==> src/rtl/flash_byte_reader.sv <==
// flash_byte_reader
// Fetches one byte at a time from an SPI NOR flash (READ 0x03, mode 0) for the
// cpu fetch path. Each request is a complete CS-framed transaction: 8 command
// bits, 24 address bits, then 8 data bits. There is no caching and no burst.
// The handshake is level based. The requester raises enable and holds it until
// dataReady is high. It must then drop enable for at least one cycle before it
// can make another request.

module flash_byte_reader #(
  parameter logic [31:0] STARTUP_WAIT = 32'd10_000_000,
  parameter logic [7:0]  CLK_DIV      = 8'd1,
  parameter logic [23:0] BASE_ADDR    = 24'h000000
) (
  input  logic        clk,
  input  logic        reset,
  input  logic [10:0] readAddr,
  input  logic        enable,
  output logic        dataReady,
  output logic [7:0]  byteRead,
  output logic        flashClk,
  output logic        flashCs,
  output logic        flashMosi,
  input  logic        flashMiso
);

  typedef enum logic [2:0] {
    STARTUP,
    IDLE,
    SHIFT_OUT,
    SHIFT_IN,
    DONE
  } state_t;

  localparam logic [7:0] CMD_READ     = 8'h03;
  localparam logic [5:0] LAST_OUT_BIT = 6'd31;
  localparam logic [5:0] LAST_BIT     = 6'd39;

  state_t      state_q, state_d;
  logic [31:0] startCnt_q, startCnt_d;
  logic [7:0]  divCnt_q, divCnt_d;
  logic [5:0]  bitCnt_q, bitCnt_d;
  logic [31:0] txShift_q, txShift_d;
  logic [7:0]  rxShift_q, rxShift_d;
  logic        sck_q, sck_d;
  logic        cs_q, cs_d;
  logic        mosi_q, mosi_d;
  logic        ready_q, ready_d;
  logic [7:0]  byte_q, byte_d;

  logic [23:0] reqAddr;
  logic        halfDone;
  logic        startDone;

  // The flash address wraps modulo 2^24 because only the low 24 bits of the sum are kept.
  assign reqAddr   = BASE_ADDR + {13'b0, readAddr};
  assign halfDone  = (divCnt_q == CLK_DIV - 8'd1);
  assign startDone = (startCnt_q == STARTUP_WAIT - 32'd1);

  assign dataReady = ready_q;
  assign byteRead  = byte_q;
  assign flashClk  = sck_q;
  assign flashCs   = cs_q;
  assign flashMosi = mosi_q;

  // State register. Reset is synchronous and parks the SPI bus with CS high and SCK low.
  always_ff @(posedge clk) begin
    if (!reset) begin
      state_q    <= STARTUP;
      startCnt_q <= '0;
      divCnt_q   <= '0;
      bitCnt_q   <= '0;
      txShift_q  <= '0;
      rxShift_q  <= '0;
      sck_q      <= 1'b0;
      cs_q       <= 1'b1;
      mosi_q     <= 1'b0;
      ready_q    <= 1'b0;
      byte_q     <= '0;
    end else begin
      state_q    <= state_d;
      startCnt_q <= startCnt_d;
      divCnt_q   <= divCnt_d;
      bitCnt_q   <= bitCnt_d;
      txShift_q  <= txShift_d;
      rxShift_q  <= rxShift_d;
      sck_q      <= sck_d;
      cs_q       <= cs_d;
      mosi_q     <= mosi_d;
      ready_q    <= ready_d;
      byte_q     <= byte_d;
    end
  end

  // Next-state logic. The acceptance edge only latches the request. CS drops on the
  // following edge, so the bus is idle for at least two clocks between transactions.
  always_comb begin
    state_d    = state_q;
    startCnt_d = startCnt_q;
    divCnt_d   = divCnt_q;
    bitCnt_d   = bitCnt_q;
    txShift_d  = txShift_q;
    rxShift_d  = rxShift_q;
    sck_d      = sck_q;
    cs_d       = cs_q;
    mosi_d     = mosi_q;
    ready_d    = ready_q;
    byte_d     = byte_q;

    case (state_q)
      STARTUP: begin
        ready_d = 1'b0;
        if (startDone) begin
          startCnt_d = '0;
          if (enable) begin
            txShift_d = {CMD_READ, reqAddr};
            state_d   = SHIFT_OUT;
          end else begin
            ready_d = 1'b1;
            state_d = IDLE;
          end
        end else begin
          startCnt_d = startCnt_q + 32'd1;
        end
      end

      IDLE: begin
        cs_d  = 1'b1;
        sck_d = 1'b0;
        if (enable) begin
          txShift_d = {CMD_READ, reqAddr};
          state_d   = SHIFT_OUT;
        end
      end

      SHIFT_OUT: begin
        if (cs_q) begin
          cs_d     = 1'b0;
          ready_d  = 1'b0;
          sck_d    = 1'b0;
          mosi_d   = txShift_q[31];
          divCnt_d = '0;
          bitCnt_d = '0;
        end else if (halfDone) begin
          divCnt_d = '0;
          if (!sck_q) begin
            sck_d = 1'b1;
          end else begin
            sck_d    = 1'b0;
            bitCnt_d = bitCnt_q + 6'd1;
            if (bitCnt_q == LAST_OUT_BIT) begin
              mosi_d  = 1'b0;
              state_d = SHIFT_IN;
            end else begin
              txShift_d = {txShift_q[30:0], 1'b0};
              mosi_d    = txShift_q[30];
            end
          end
        end else begin
          divCnt_d = divCnt_q + 8'd1;
        end
      end

      SHIFT_IN: begin
        if (halfDone) begin
          divCnt_d = '0;
          if (!sck_q) begin
            sck_d     = 1'b1;
            rxShift_d = {rxShift_q[6:0], flashMiso};
          end else begin
            sck_d = 1'b0;
            if (bitCnt_q == LAST_BIT) begin
              cs_d    = 1'b1;
              byte_d  = rxShift_q;
              ready_d = 1'b1;
              state_d = DONE;
            end else begin
              bitCnt_d = bitCnt_q + 6'd1;
            end
          end
        end else begin
          divCnt_d = divCnt_q + 8'd1;
        end
      end

      DONE: begin
        ready_d = 1'b1;
        cs_d    = 1'b1;
        sck_d   = 1'b0;
        if (!enable) begin
          state_d = IDLE;
        end
      end

      default: begin
        state_d = STARTUP;
      end
    endcase
  end

endmodule
==> config.mk <==
export PLATFORM = sky130hd
export DESIGN_NAME = flash_byte_reader
export DESIGN_NICKNAME = d
export VERILOG_FILES = /design/src/rtl/flash_byte_reader.sv
export SDC_FILE = /design/constraint.sdc
export NUM_CORES = 1
export LEC_CHECK = 0
export ABC_CLOCK_PERIOD_IN_PS = 2400
export CAP_MARGIN = 20
export CORE_UTILIZATION = 54
export DETAILED_ROUTE_END_ITERATION = 12
export PLACE_DENSITY = 0.76
export SLEW_MARGIN = 15
export SYNTH_ARGS = -nofsm -noshare
export SYNTH_HDL_FRONTEND = slang
export SYNTH_SLANG_ARGS = --single-unit
==> constraint.sdc <==
create_clock -name clk -period 2.4 [get_ports clk]
set_clock_uncertainty 0.1 [all_clocks]
set_input_delay 0.48 -clock clk [delete_from_list [all_inputs] [get_ports clk]]
set_output_delay 0.48 -clock clk [all_outputs]
set_load 0.02 [all_outputs]
==> metrics.md <==
| Metric | Value |
|---|---|
| WS Path Type | reg2reg |
| Die height | 96.6 µm |
| Synth-to-layout area growth | 14.7% |
| Routed Antenna Nets | 0 |
| CTS Sinks | 101 |
| P_leak | ~0.0021 µW |
| Clk_lat worst skew | about 350 ps |
| Worst setup margin | between 100 and 150 ps |
| Antenna violations before repair | 0 |
| RD Place Congestion | 0.901 |
| Mapped Cells | ~560 |
| Die footprint | about 9300 µm² |
| Worst-Margin Slew | 662 ps |
| Reg2Reg Depth | 9 |
| Peak fanout along the critical path | 8 |
| Via count | between 4000 and 5000 |
| CTS Buf Count | 9 |
| Achievable Freq | 438 MHz |
| H-tree depth | 3 |
| Main area contributors after synthesis | dfxtp_1 42%, mux2i_1 8.3%, nand2_1 6.5%, xor2_1 4.3%, nand3_1 4.0% |
| Hold Buf Count CTS | 0 |
| Worst hold stages | 2 |
| Min Tclk post-route | 2290 ps |
| Clock buffer depth | 2 |
| Synthesized flop and latch total | roughly 100 |
| Maxcap violations | 0 |
| Req. time, crit path | 2550 ps |
| Synth cell types | 53 |
| FFs w/ async S/R, synth | 0% |
| DRC errors left | 0 |
| Fraction of layout cells with a size suffix above 1 | between 9 and 10% |
| # IOs | 27 |
| Fin crit share | between 90 and 100% |
| Synth area leader | dfxtp_1 |
| CTS clock-pin slew for the worst setup and hold paths | ~90 ps |
| Relative slew slack | a little under three fifths |
| Die width | slightly below 100 µm |
| Unrepaired setup endpoints after global routing | no |
| Inserted Diodes | 0 |
| Syn. warnings | 0 |
| Final setup violation count | 0 |
| CTS tree | built |
| Top cell type's share of synthesized area | a little over two fifths |
| Syn avg cell area | between 8 and 9 µm² |
| Filler instances | 723 |
| Number of global-route vias before repair | between 3000 and 4000 |
| Run status | finished, final reports clean |
| Global-route wire length before repair | between 15 and 20 mm |
| Maximum number of pins on one net before global-route repair | between 70 and 80 |
| Pwr Density | around 530 nW/µm² |
| Final wirelength | approximately 10 mm |
| CP endpoint kind | flop |
| CORE AREA | approximately 8700 µm² |
| Grt ovf | 0 |
| PortBufs | 26 |
| Row cnt | 34 |
| Final Util | 63.9% |
| DP HPWL | a little under 7 mm |
| Post-route cell area | 5550 µm² |
| Routed wire per std cell | ~14 µm |
| Setup TNS | 0 ps |
| Fin. max-slew vios | 0 |
| GRT Util Overall | 21.4% |
| CTS root buffer | clkbuf_8 |
| Area post-placement | roughly 5300 µm² |
| Syn Nets | 580 |
| Min-Delay Path Class | reg2reg |
| Starting Density | a little under three fifths |
| Nets | about 600 |
| Startpoint types | flop |
| Pwr Total | between 2000 and 3000 µW |
| Initial DRC count | roughly 240 |
| Number of flops mapped to enable cells by yosys | 0 |
| Max VDD drop | between 0.0003 and 0.0004 V |
| Number of vias per cell | between 5 and 6 |
| Postcts setup bufs | 0 |
| Sequential share of the synthesized area | 41.8% |
| Final hold violations | 0 |
| Post-CTS resize count | 1 |
| Crit path DAT | 2430 ps |
| Pre-CTS setup slack | -39.9 ps |
| Primary FF master, synth | dfxtp_1 |
| Netlist Area Pre-Place | 4840 µm² |
| DR pass1 iterations | 4 |
-- placed cells by master, fill, tap and decap left out, drive strengths merged, types with 2 or more instances in the layout --
cell	instances
mux2	11
a21oi	16
dfxtp	101
nand2	84
o311a	2
o21ai	21
o31ai	9
nor4	5
a21boi	11
nand3	40
clkbuf	11
bufinv	2
and2	2
or4	3
nor4b	3
ha	6
o2111ai	2
o211ai	3
buf	20
xor2	24
nor2b	10
clkdlybuf4s50	25
o22a	2
inv	8
or4b	3
and3b	2
nor3	7
nor2	47
xnor2	9
mux2i	40
and4	8
or3	7
and3	10
nand4	19
-- power by group --
group	switching, µW	total (µW)	internal (µW)
Clock	587	1180	595
Sequential	5.16	1680	1680
Combinational	49.0	96.0	47.0
-- cell families (layout without fill, tap and decap cells) --
| group | after synthesis | count (layout) | synth area share (%) |
|---|---|---|---|
| XOR/XNOR | 33 | 33 | 5.98 |
| buffers and inverters | 39 | 68 | 3.26 |
| multiplexers | 51 | 51 | 10.8 |
| flip-flops | 101 | 101 | 41.8 |
| AO/OA/AOI/OAI | 73 | 73 | 9.70 |
| adder cells (fa/ha/maj) | 6 | 6 | 1.55 |
| AND/OR/NAND/NOR | 256 | 256 | 26.9 |
-- synth_stat cells, drive strengths merged, types with 3 or more instances --
master  instances
nor2           47
mux2i          40
and3           10
clkbuf         27
nor4b           3
nor4            5
o31ai           9
and4            8
inv             7
mux2           11
nor3            7
nand3          40
or3             7
dfxtp         101
a21oi          16
ha              6
xnor2           9
o21ai          21
xor2           24
nand2          84
or4             3
o211ai          3
nor2b          10
nand4          19
buf             5
a21boi         11
or4b            3
-- routing by layer --
layer  track usage (%)  share of wire (%)  wire (µm)  vias to the layer above
met5                 0                  0          0                        -
li1                  -                  -          -                     2026
met1              28.2                 46       4560                     1918
met2              36.4                 50       4920                       83
met3              3.32                3.5        344                       13
met4              5.86                1.0        103                        0
-- layout make-up --
class	count	area [µm²]	area share, %
clock buffers	11	131	2.37
clock inverters	5	83.8	1.51
repair buffers	45	448	8.07
inverters	7	26.3	0.474
flip-flops and latches	101	2020	36.4
well taps	108	135	2.44
multi-input cells	419	2700	48.7
-- critical path, stage by stage (launching register included) --
cell     delay (ps)
dfxtp_1         320
inv_1            80
ha_1            170
or4b_4          490
nor4_4          200
ha_1            190
and4_1          230
buf_12          140
mux2i_1         200
nor2b_1          60
-- through the flow --
| step | cells | hold slack, ps |
|---|---|---|
| after floorplan | 559 | 335 |
| after global placement | 680 | 342 |
| after detailed placement | 680 | 353 |
| after CTS | 696 | 368 |
| after global routing | 696 | 388 |
| final | 696 | 364 |
-- state kept, by name, summed over array words and instances (netlist names) --
name,count
flashMosi,1
state_q,3
flashClk,1
dataReady,1
rxShift_q,8
bitCnt_q,6
flashCs,1
byteRead,8
txShift_q,32
divCnt_q,8
startCnt_q,32
-- worst paths after layout --
| kind | from | endpoint | slack, ps |
|---|---|---|---|
| max | divCnt_q[0] | byteRead[0] | 110 |
| min | txShift_q[1] | txShift_q[1] | 360 |
| max reg2reg | divCnt_q[0] | byteRead[0] | 110 |
| min reg2reg | txShift_q[1] | txShift_q[1] | 360 |
(Power assumes the default switching activity.)
